<file path="src/rtl/lsu_req_tracker.sv">
`default_nettype none
// ============================================================================
// Module  : lsu_req_tracker
// Brief   : LSU issue register plus in-order tracker for outstanding data-SRAM
//           requests, with load formatting, misalignment and flush handling.
// Rev     : 1.0  initial release
// ============================================================================
module lsu_req_tracker #(
    parameter int DEPTH = 4,
    parameter int CNT_W = $clog2(DEPTH + 1)
) (
    input  logic             clk,
    input  logic             rstn,
    input  logic             in_valid,
    output logic             in_ready,
    input  logic             in_we,
    input  logic [1:0]       in_size,
    input  logic             in_signed,
    input  logic [31:0]      in_addr,
    input  logic [31:0]      in_wdata,
    input  logic [4:0]       in_dest,
    input  logic             flush,
    output logic             data_sram_req,
    output logic             data_sram_wr,
    output logic [1:0]       data_sram_size,
    output logic [3:0]       data_sram_wstrb,
    output logic [31:0]      data_sram_addr,
    output logic [31:0]      data_sram_wdata,
    input  logic             data_sram_addr_ok,
    input  logic             data_sram_data_ok,
    input  logic [31:0]      data_sram_rdata,
    output logic             out_valid,
    output logic [31:0]      out_rdata,
    output logic [4:0]       out_dest,
    output logic             out_is_store,
    output logic             ex_ale,
    output logic [31:0]      ale_addr,
    output logic [CNT_W-1:0] occ,
    output logic             busy
);

    localparam int               PTR_W   = $clog2(DEPTH);
    localparam logic [CNT_W-1:0] c_depth = CNT_W'(DEPTH);

    // Issue register: the single op currently presented on the bus
    logic             r_iss_v;
    logic             r_iss_killed;
    logic             r_iss_we;
    logic [1:0]       r_iss_size;
    logic             r_iss_signed;
    logic [31:0]      r_iss_addr;
    logic [31:0]      r_iss_wdata;
    logic [4:0]       r_iss_dest;

    // Tracker ring of ops whose address phase completed
    logic             r_e_we     [DEPTH];
    logic [1:0]       r_e_size   [DEPTH];
    logic             r_e_signed [DEPTH];
    logic [1:0]       r_e_off    [DEPTH];
    logic [4:0]       r_e_dest   [DEPTH];
    logic [DEPTH-1:0] r_e_killed;
    logic [PTR_W-1:0] r_head;
    logic [PTR_W-1:0] r_tail;
    logic [CNT_W-1:0] r_cnt;

    logic             r_out_valid;
    logic [31:0]      r_out_rdata;
    logic [4:0]       r_out_dest;
    logic             r_out_is_store;
    logic             r_ex_ale;
    logic [31:0]      r_ale_addr;

    logic [1:0]       w_size;
    logic             w_mis;
    logic             w_fire;
    logic             w_push;
    logic             w_pop;
    logic             w_complete;
    logic [CNT_W-1:0] w_occ;
    logic [31:0]      w_wdata;
    logic [3:0]       w_wstrb;
    logic [31:0]      w_shifted;
    logic [31:0]      w_fmt;

    assign w_size = (in_size == 2'd3) ? 2'd2 : in_size;
    assign w_mis  = ((w_size == 2'd1) && in_addr[0]) ||
                    ((w_size == 2'd2) && (in_addr[1:0] != 2'b00));
    assign w_occ  = r_cnt + CNT_W'(r_iss_v);

    assign in_ready = rstn && !flush && (!r_iss_v || data_sram_addr_ok) && (w_occ < c_depth);
    assign w_fire   = in_valid && in_ready;
    assign w_push   = r_iss_v && data_sram_addr_ok;
    assign w_pop    = data_sram_data_ok && (r_cnt != '0);
    // A flush in the completing cycle also suppresses the writeback
    assign w_complete = w_pop && !r_e_killed[r_head] && !flush;

    always_comb begin
        case (w_size)
            2'd0:    w_wdata = {4{in_wdata[7:0]}};
            2'd1:    w_wdata = {2{in_wdata[15:0]}};
            default: w_wdata = in_wdata;
        endcase
    end

    always_comb begin
        w_wstrb = 4'b0000;
        if (r_iss_we) begin
            case (r_iss_size)
                2'd0:    w_wstrb = 4'b0001 << r_iss_addr[1:0];
                2'd1:    w_wstrb = 4'b0011 << r_iss_addr[1:0];
                default: w_wstrb = 4'b1111;
            endcase
        end
    end

    always_comb begin
        w_shifted = data_sram_rdata >> {r_e_off[r_head], 3'b000};
        case (r_e_size[r_head])
            2'd0:    w_fmt = {{24{r_e_signed[r_head] & w_shifted[7]}}, w_shifted[7:0]};
            2'd1:    w_fmt = {{16{r_e_signed[r_head] & w_shifted[15]}}, w_shifted[15:0]};
            default: w_fmt = w_shifted;
        endcase
    end

    // An op stuck in the issue register across a flush stays on the bus but
    // must still be dropped when it completes.
    always_ff @(posedge clk) begin
        if (!rstn) begin
            r_iss_v      <= 1'b0;
            r_iss_killed <= 1'b0;
            r_iss_we     <= 1'b0;
            r_iss_size   <= 2'd0;
            r_iss_signed <= 1'b0;
            r_iss_addr   <= 32'd0;
            r_iss_wdata  <= 32'd0;
            r_iss_dest   <= 5'd0;
        end else if (w_fire && !w_mis) begin
            r_iss_v      <= 1'b1;
            r_iss_killed <= 1'b0;
            r_iss_we     <= in_we;
            r_iss_size   <= w_size;
            r_iss_signed <= in_signed;
            r_iss_addr   <= in_addr;
            r_iss_wdata  <= w_wdata;
            r_iss_dest   <= in_dest;
        end else if (w_push) begin
            r_iss_v      <= 1'b0;
            r_iss_killed <= 1'b0;
        end else if (flush && r_iss_v) begin
            r_iss_killed <= 1'b1;
        end
    end

    always_ff @(posedge clk) begin
        if (w_push) begin
            r_e_we[r_tail]     <= r_iss_we;
            r_e_size[r_tail]   <= r_iss_size;
            r_e_signed[r_tail] <= r_iss_signed;
            r_e_off[r_tail]    <= r_iss_addr[1:0];
            r_e_dest[r_tail]   <= r_iss_dest;
        end
    end

    always_ff @(posedge clk) begin
        if (!rstn) begin
            r_e_killed <= '0;
            r_head     <= '0;
            r_tail     <= '0;
            r_cnt      <= '0;
        end else begin
            if (flush) begin
                r_e_killed <= '1;
            end
            if (w_push) begin
                r_e_killed[r_tail] <= flush | r_iss_killed;
                r_tail             <= r_tail + PTR_W'(1);
            end
            if (w_pop) begin
                r_head <= r_head + PTR_W'(1);
            end
            r_cnt <= r_cnt + CNT_W'(w_push) - CNT_W'(w_pop);
        end
    end

    always_ff @(posedge clk) begin
        if (!rstn) begin
            r_out_valid    <= 1'b0;
            r_out_rdata    <= 32'd0;
            r_out_dest     <= 5'd0;
            r_out_is_store <= 1'b0;
            r_ex_ale       <= 1'b0;
            r_ale_addr     <= 32'd0;
        end else begin
            r_out_valid    <= w_complete;
            r_out_rdata    <= (w_complete && !r_e_we[r_head]) ? w_fmt : 32'd0;
            r_out_dest     <= w_complete ? r_e_dest[r_head] : 5'd0;
            r_out_is_store <= w_complete && r_e_we[r_head];
            r_ex_ale       <= w_fire && w_mis;
            if (w_fire && w_mis) begin
                r_ale_addr <= in_addr;
            end
        end
    end

    assign data_sram_req   = r_iss_v;
    assign data_sram_wr    = r_iss_we;
    assign data_sram_size  = r_iss_size;
    assign data_sram_wstrb = w_wstrb;
    assign data_sram_addr  = r_iss_addr;
    assign data_sram_wdata = r_iss_wdata;

    assign out_valid    = r_out_valid;
    assign out_rdata    = r_out_rdata;
    assign out_dest     = r_out_dest;
    assign out_is_store = r_out_is_store;
    assign ex_ale       = r_ex_ale;
    assign ale_addr     = r_ale_addr;
    assign occ          = w_occ;
    assign busy         = (w_occ != '0);

endmodule
`default_nettype wire

</file>
<file path="config.mk">
export PLATFORM = sky130hd
export DESIGN_NAME = lsu_req_tracker
export DESIGN_NICKNAME = d
export VERILOG_FILES = /design/src/rtl/lsu_req_tracker.sv
export SDC_FILE = /design/constraint.sdc
export NUM_CORES = 1
export LEC_CHECK = 0
export BUFFER_PORTS_ARGS = -buffer_cell sky130_fd_sc_hd__clkbuf_2
export CORE_ASPECT_RATIO = 1.5
export CORE_MARGIN = 10
export CORE_UTILIZATION = 40
export CTS_BUF_LIST = sky130_fd_sc_hd__clkbuf_8
export DETAILED_ROUTE_END_ITERATION = 12
export HOLD_SLACK_MARGIN = 0.08
export PLACE_DENSITY_LB_ADDON = 0.08
export REMOVE_ABC_BUFFERS = 1
export SKIP_LAST_GASP = 1
export SYNTH_ARGS = -nofsm -noshare
export SYNTH_HDL_FRONTEND = slang
export SYNTH_SLANG_ARGS = --single-unit
</file>
<file path="constraint.sdc">
create_clock -name clk -period 3.9 [get_ports clk]
set_input_delay 0.195 -clock clk [delete_from_list [all_inputs] [get_ports clk]]
set_output_delay 0.195 -clock clk [all_outputs]
set_load 0.02 [all_outputs]
</file>
# --- Yosys cells after proc, flatten, opt, wreduce, memory -nomap -nowiden ---
# Memory sizes are Yosys's and may differ from the RTL's. A register that Yosys moved wholly into a read port is not among the register bits.
# Index checks and enable logic that the tools add are counted.
op_classes:
  n_addsub: 5
  multipliers: 0
  div: 0
  order_cmp: 4
  eq_ne: 5
  n_shift: 3
  muxes: 25
  bitwise_logic: 4
  reduce_logical: 34
op_table:
  columns: ["operator", "n"]
  rows:
  - ["32-bit one-hot mux with 2 select lines", 2]
  - ["32-bit by 5-bit >> shifter with 32-bit output", 1]
  - ["2-bit two-way mux", 9]
  - ["1-bit logical AND", 16]
  - ["4-bit two-way mux", 4]
  - ["4-bit one-hot mux with 2 select lines", 1]
  - ["3-bit by 1-bit adder with 3-bit output", 2]
  - ["2-bit by 1-bit == test with 1-bit output, second input constant", 3]
  - ["1-bit zero test", 6]
  - ["2-bit zero test", 3]
  - ["2-bit by 3-bit less-than comparator with 1-bit output, second input constant", 2]
  - ["1-bit two-way mux", 6]
  - ["3-bit nonzero test", 2]
  - ["2-bit by 1-bit adder with 2-bit output, second input constant", 2]
  - ["4-bit bitwise mux", 1]
  - ["2-bit == test, second input constant", 2]
  - ["2-bit AND reduction", 2]
  - ["2-bit nonzero test", 2]
  - ["1-bit by 2-bit left shift with 4-bit output, first input constant", 1]
  - ["2-bit by 2-bit left shift with 4-bit output, first input constant", 1]
  - ["3-bit less-than comparator, second input constant", 1]
  - ["3-bit OR reduction", 1]
  - ["3-bit by 1-bit subtractor with 3-bit output", 1]
  - ["1-bit bitwise AND", 2]
  - ["other kinds (6)", 7]
word_totals:
  register_bits: 153
  latch_bits: 0
  ramBits: 44
  mem_bits_ro: 0
  input_bits: 111
  output_inout_bits: 149
  wordCells: 102
  memories: 5
memory_table:
  columns: ["memory", "depth", "word_bits", "read_ports", "rd_ports_with_merged_regs", "wr", "line", "source"]
  rows:
  - ["r_e_dest", 4, 5, 1, 1, 1, "60", "logic [4:0] r_e_dest [DEPTH];"]
  - ["r_e_off", 4, 2, 1, 1, 1, "59", "logic [1:0] r_e_off [DEPTH];"]
  - ["r_e_size", 4, 2, 1, 1, 1, "57", "logic [1:0] r_e_size [DEPTH];"]
  - ["r_e_signed", 4, 1, 1, 1, 1, "58", "logic r_e_signed [DEPTH];"]
  - ["r_e_we", 4, 1, 1, 1, 1, "56", "logic r_e_we [DEPTH];"]

# --- Depth between registers and ports, before layout ---
depth:
  word_depth: 8
  mapped_depth: 9

# --- Least setup slack after synthesis ---
# No wires, ideal clock.
synth_timing:
  path_kind: "register to register"
  startpoint: "register r_iss_v (netlist: data_sram_req)"
  endpoint: "register r_iss_wdata[21] (netlist: data_sram_wdata[21])"
  setup_ns: 0.116
  t_arrival_ns: 2.718
  t_required_ns: 3.784
  path_slack_ns: 1.066
  stages_incl_launch_ff: 10
  path_buffers: 2
  cell_sequence: "dfxtp_1 ha_1 ha_1 xor2_1 nor3_1 and3b_1 clkbuf_1 clkbuf_1 nand2_1 o211a_1"
synth_between:
  word_cells_on_any_way: 8
  classes_between: "add/sub (1); order compare (1); reduce/logical (6)"
synth_lines:
  columns: ["item", "line", "source"]
  rows:
  - ["start, declared", "46", "logic r_iss_v;"]
  - ["start signal, assigned", "129", "r_iss_v <= 1'b0;"]
  - ["start signal, assigned", "138", "r_iss_v <= 1'b1;"]
  - ["start signal, assigned", "147", "r_iss_v <= 1'b0;"]
  - ["3-bit by 1-bit adder with 3-bit output", "88", "assign w_occ = r_cnt + CNT_W'(r_iss_v);"]
  - ["net occ[2]", "38", "output logic [CNT_W-1:0] occ,"]
  - ["3-bit less-than comparator", "90", "assign in_ready = rstn && !flush && (!r_iss_v || data_sram_addr_ok) && (w_occ < c_depth);"]
  - ["1-bit logical AND", "90", null]
  - ["net in_ready", "15", "output logic in_ready,"]
  - ["1-bit logical AND", "91", "assign w_fire = in_valid && in_ready;"]
  - ["1-bit logical AND", "137", "end else if (w_fire && !w_mis) begin"]
  - ["end signal, assigned", "144", "r_iss_wdata <= w_wdata;"]
  - ["end, declared", "52", "logic [31:0] r_iss_wdata;"]
# The timed path passes the listed nets, and every way through them passes these cells.
# A chain may end at the register's enable or synchronous reset.

# --- Worst setup path after layout ---
layout_timing:
  startpoint: "register r_iss_v (netlist: data_sram_req)"
  endpoint: "register r_iss_wdata[0] (netlist: data_sram_wdata[0])"
layout_between:
  elab_chain_len: 6
  word_cells_on_any_way: 8
  classes_between: "add/sub (1); order compare (1); reduce/logical (6)"
layout_rtl:
  columns: ["item", "line"]
  rows:
  - ["branches (longest 3 deep; another with 3-bit by 1-bit adder with 3-bit output)", null]
  - ["1-bit logical AND *", "90"]
  - ["1-bit logical AND *", "91"]
  - ["1-bit logical AND *", "137"]
# Every way passes the cells marked *.

==> flow_metrics.tcl <==
set metrics [dict create \
    outcome "completed" \
    fin_cells 1416 \
    drive_gt1_share_pct 29.8 \
    numCtsBuffers 34 \
    period_minus_slack_ps 2890 \
    min_to "data_sram_wdata[15]$_SDFFE_PN0P_" \
    netlist_area_sq_mm 0.00815 \
    min_from "in_wdata[15]" \
    worstMarginPinSlew_ps 891 \
    ys_warn_count 0 \
    rr_startpoint "data_sram_req$_SDFFE_PN0P_" \
    synth_area_per_cell_sq_um 10.4 \
    port_buffers 259 \
    drc 0 \
    placed_area_sq_mm 0.00962 \
    synth_area_leaders "dfxtp_1, edfxtp_1, nand2_1" \
    die_y_um 195 \
    via_count 6844 \
    vias_per_cell 4.83 \
    cp_top_family "simple AND/OR/NAND/NOR gates" \
    r2r_cells 8 \
    synth_top_area_cell "dfxtp_1" \
    num_antenna_cells 0 \
    postCtsSetupBuffers 0 \
    drt-pass1-iter-count 6 \
    die_x_um 137 \
    grt_pass1_wl_um 38500 \
    reg2reg_slack_ps 1010 \
    rows 63 \
    grtUsageTotal_pct 17.8 \
    clk_pin_slew_worst_paths_ps 60 \
    grt_max_degree 98 \
    critPathMaxStageDelay_ps 630 \
    fillers 1777 \
    critPathKind "reg2reg" \
    gp_congestion 0.773 \
    cts_tree "yes" \
    path_buf_inv 1 \
    ys_seq_elements 204 \
    fmax_ghz 0.346 \
    antenna_found_initial 0 \
    critPathMaxFanout 25 \
    htreeDepth 2 \
    multi_input_area_sq_mm 0.00338 \
    synth_top_area_share_pct 39.3 \
    crit_top_cell "ha_1" \
    dieArea_sq_mm 0.0266 \
    drtAntennaViolNets 0 \
    reg2reg_to "data_sram_wdata[0]$_SDFFE_PN0P_" \
    cp_slowest_cell "nand3b_1" \
    cts_root_buffer "clkbuf_8" \
    power_w 0.00530 \
    maxCapViolCount 0 \
    hold_depth 4 \
    syn2layout_area_growth_pct 38.3 \
    start_kind "flop" \
    leakage_nw 5.06 \
    rsz0062_at_grt "false" \
    period_share_pct 74.0 \
    grt_pass1_vias 7266 \
    dpl.hpwl_um 17100 \
    start_util_pct 40.9 \
    totalWireLength_um 24100 \
    ys_types 44 \
    nets 1251 \
    worstPathRequired_ps 4280 \
    relSlewSlack_pct 40.6 \
    async_reset_ff_share_pct 0 \
    syn_inst 787 \
    synth_edf_count 44 \
    first_iter_violations 225 \
    synth-main-ff-cell "dfxtp_1" \
    grt_overflow 0 \
    finalInstanceArea_sq_mm 0.0113 \
    drv_slew 0 \
    worstHoldPathType "in2reg" \
    cts_max_path_buffers 3 \
    crit_chain "ha_1 > ha_1 > xor2_1 > nor3_1 > nand3b_1 > buf_4 > nand3_1 > nand2_1" \
    clk_latency_ps 490 \
    dp.cells 1262 \
    worstSetupEndpointType "flop" \
    core_sq_mm 0.0199 \
    peakVddDrop_uv 284 \
    powerDensity_mw_per_mm2 470 \
    synth_common_cells "nand2_1, dfxtp_1, a21boi_1" \
    yosysMostFrequentCell "nand2_1" \
    ioPinCount 260 \
    wl_per_cell_um 17.0 \
    ys_seq_area_share_pct 55.5 \
    fin_tns_setup_ps 0 \
    fin_skew_ps 14.9 \
    arrival_ps 3270 \
    setup_viol 0 \
    cts_sinks 204 \
    seq_area_sq_mm 0.00452 \
    hold_violations 0 \
]
-- worst max path at each step --
stage / startpoint / end / slack [ps] / cells past startpoint
5_1_grt: data_sram_req$_SDFFE_PN0P_ / data_sram_wdata[7]$_SDFFE_PN0P_ / 700 / 8
3_5_place_dp: data_sram_req$_SDFFE_PN0P_ / data_sram_wdata[0]$_SDFFE_PN0P_ / 930 / 8
4_1_cts: data_sram_req$_SDFFE_PN0P_ / data_sram_wdata[0]$_SDFFE_PN0P_ / 900 / 8
3_3_place_gp: data_sram_req$_SDFFE_PN0P_ / data_sram_wdata[3]$_SDFFE_PN0P_ / 1020 / 8
2_1_floorplan: data_sram_req$_SDFFE_PN0P_ / data_sram_wdata[10]$_SDFFE_PN0P_ / -40 / 7
6_report: data_sram_req$_SDFFE_PN0P_ / data_sram_wdata[0]$_SDFFE_PN0P_ / 1010 / 8
-- power by group --
part / switching (W) / leakage [nW] / internal [W] / total, W
clock network: 0.000837 / 0.393 / 0.00108 / 0.00192
registers: 0.0000917 / 1.73 / 0.00224 / 0.00233
logic: 0.000560 / 2.94 / 0.000486 / 0.00105
total: 0.00149 / 5.06 / 0.00381 / 0.00530
-- flip-flops by register name, indices dropped and copies added (netlist names), 2 cells and up, named ones only --
register and count:
r_cnt 3, r_e_killed 4, out_dest 5, data_sram_wdata 32, r_iss_dest 5, r_head 2, r_e_we 4, ale_addr 32
data_sram_size 2, r_e_dest 20, data_sram_addr 32, r_e_off 8, r_e_size 8, r_e_signed 4, r_tail 2, out_rdata 32
-- worst register-to-register path: cells and delay by family (launching register included) --
family        cells  cell delay [ps]
fa+ha+maj         2              420
flops             1              390
xor+xnor          1              180
simple gates      4             1320
buf+inv           1              460
-- cell type report --
| class | count | share of cell area, % |
|---|---|---|
| timing repair buffer | 361 | 20.5 |
| clock buffer | 44 | 5.37 |
| inverter | 7 | 0.233 |
| clock inverter | 16 | 0.866 |
| multi-input combinational | 524 | 30.0 |
| tap | 260 | 2.89 |
| sequential | 204 | 40.2 |
-- layout by cell type (no fill, tap or decap), drive strengths merged, types with 5 or more instances in the layout --
master | synthesis | layout
ha | 7 | 7
a21o | 8 | 8
o21ai | 25 | 25
mux2 | 8 | 8
and2 | 8 | 8
nand3 | 18 | 18
mux4 | 12 | 12
dfxtp | 160 | 160
o211a | 16 | 16
inv | 7 | 14
edfxtp | 44 | 44
nor3 | 10 | 10
nor2b | 10 | 10
a211oi | 7 | 7
a221oi | 7 | 7
mux2i | 42 | 42
nand2 | 209 | 209
dlygate4sd3 | 0 | 94
a21boi | 86 | 86
o21a | 5 | 5
nor2 | 18 | 18
clkbuf | 40 | 302
clkinv | 0 | 7
buf | 12 | 9
-- stage by stage --
stage / setup slack, ps / hold WS, ps / utilization, %
2_1_floorplan: -36.7 / 294 / -
3_3_place_gp: 1020 / 431 / 48.3
3_5_place_dp: 935 / 437 / 48.3
4_1_cts: 901 / 81.4 / 56.5
5_1_grt: 701 / 108 / 56.5
6_report: 1010 / 107 / 56.5
-- cells by family (layout without fill, tap and decap cells) --
kind of cell | Yosys count | after routing | share of synthesized area (%)
AND/OR/NAND/NOR | 289 | 289 | 15.1
AO/OA/AOI/OAI | 159 | 159 | 14.7
buffers and inverters | 59 | 428 | 3.04
multiplexers | 62 | 62 | 9.67
flip-flops | 204 | 204 | 55.5
adder cells (fa/ha/maj) | 8 | 8 | 1.32
XOR/XNOR | 6 | 6 | 0.645
-- per-layer routing --
layer	global-route usage [%]	up-vias	share of wire [%]
li1	-	3412	-
met1	18.6	3187	37
met2	31.5	208	51
met3	6.94	37	9.2
met4	5.84	0	2.5
met5	0	-	0
-- what timing repair did --
action,CTS,global route
resized for setup,0,0
hold endpoints to repair,133,0
setup endpoints to repair,0,0
hold buffers,94,0
Power figures use the tool's default switching activity.
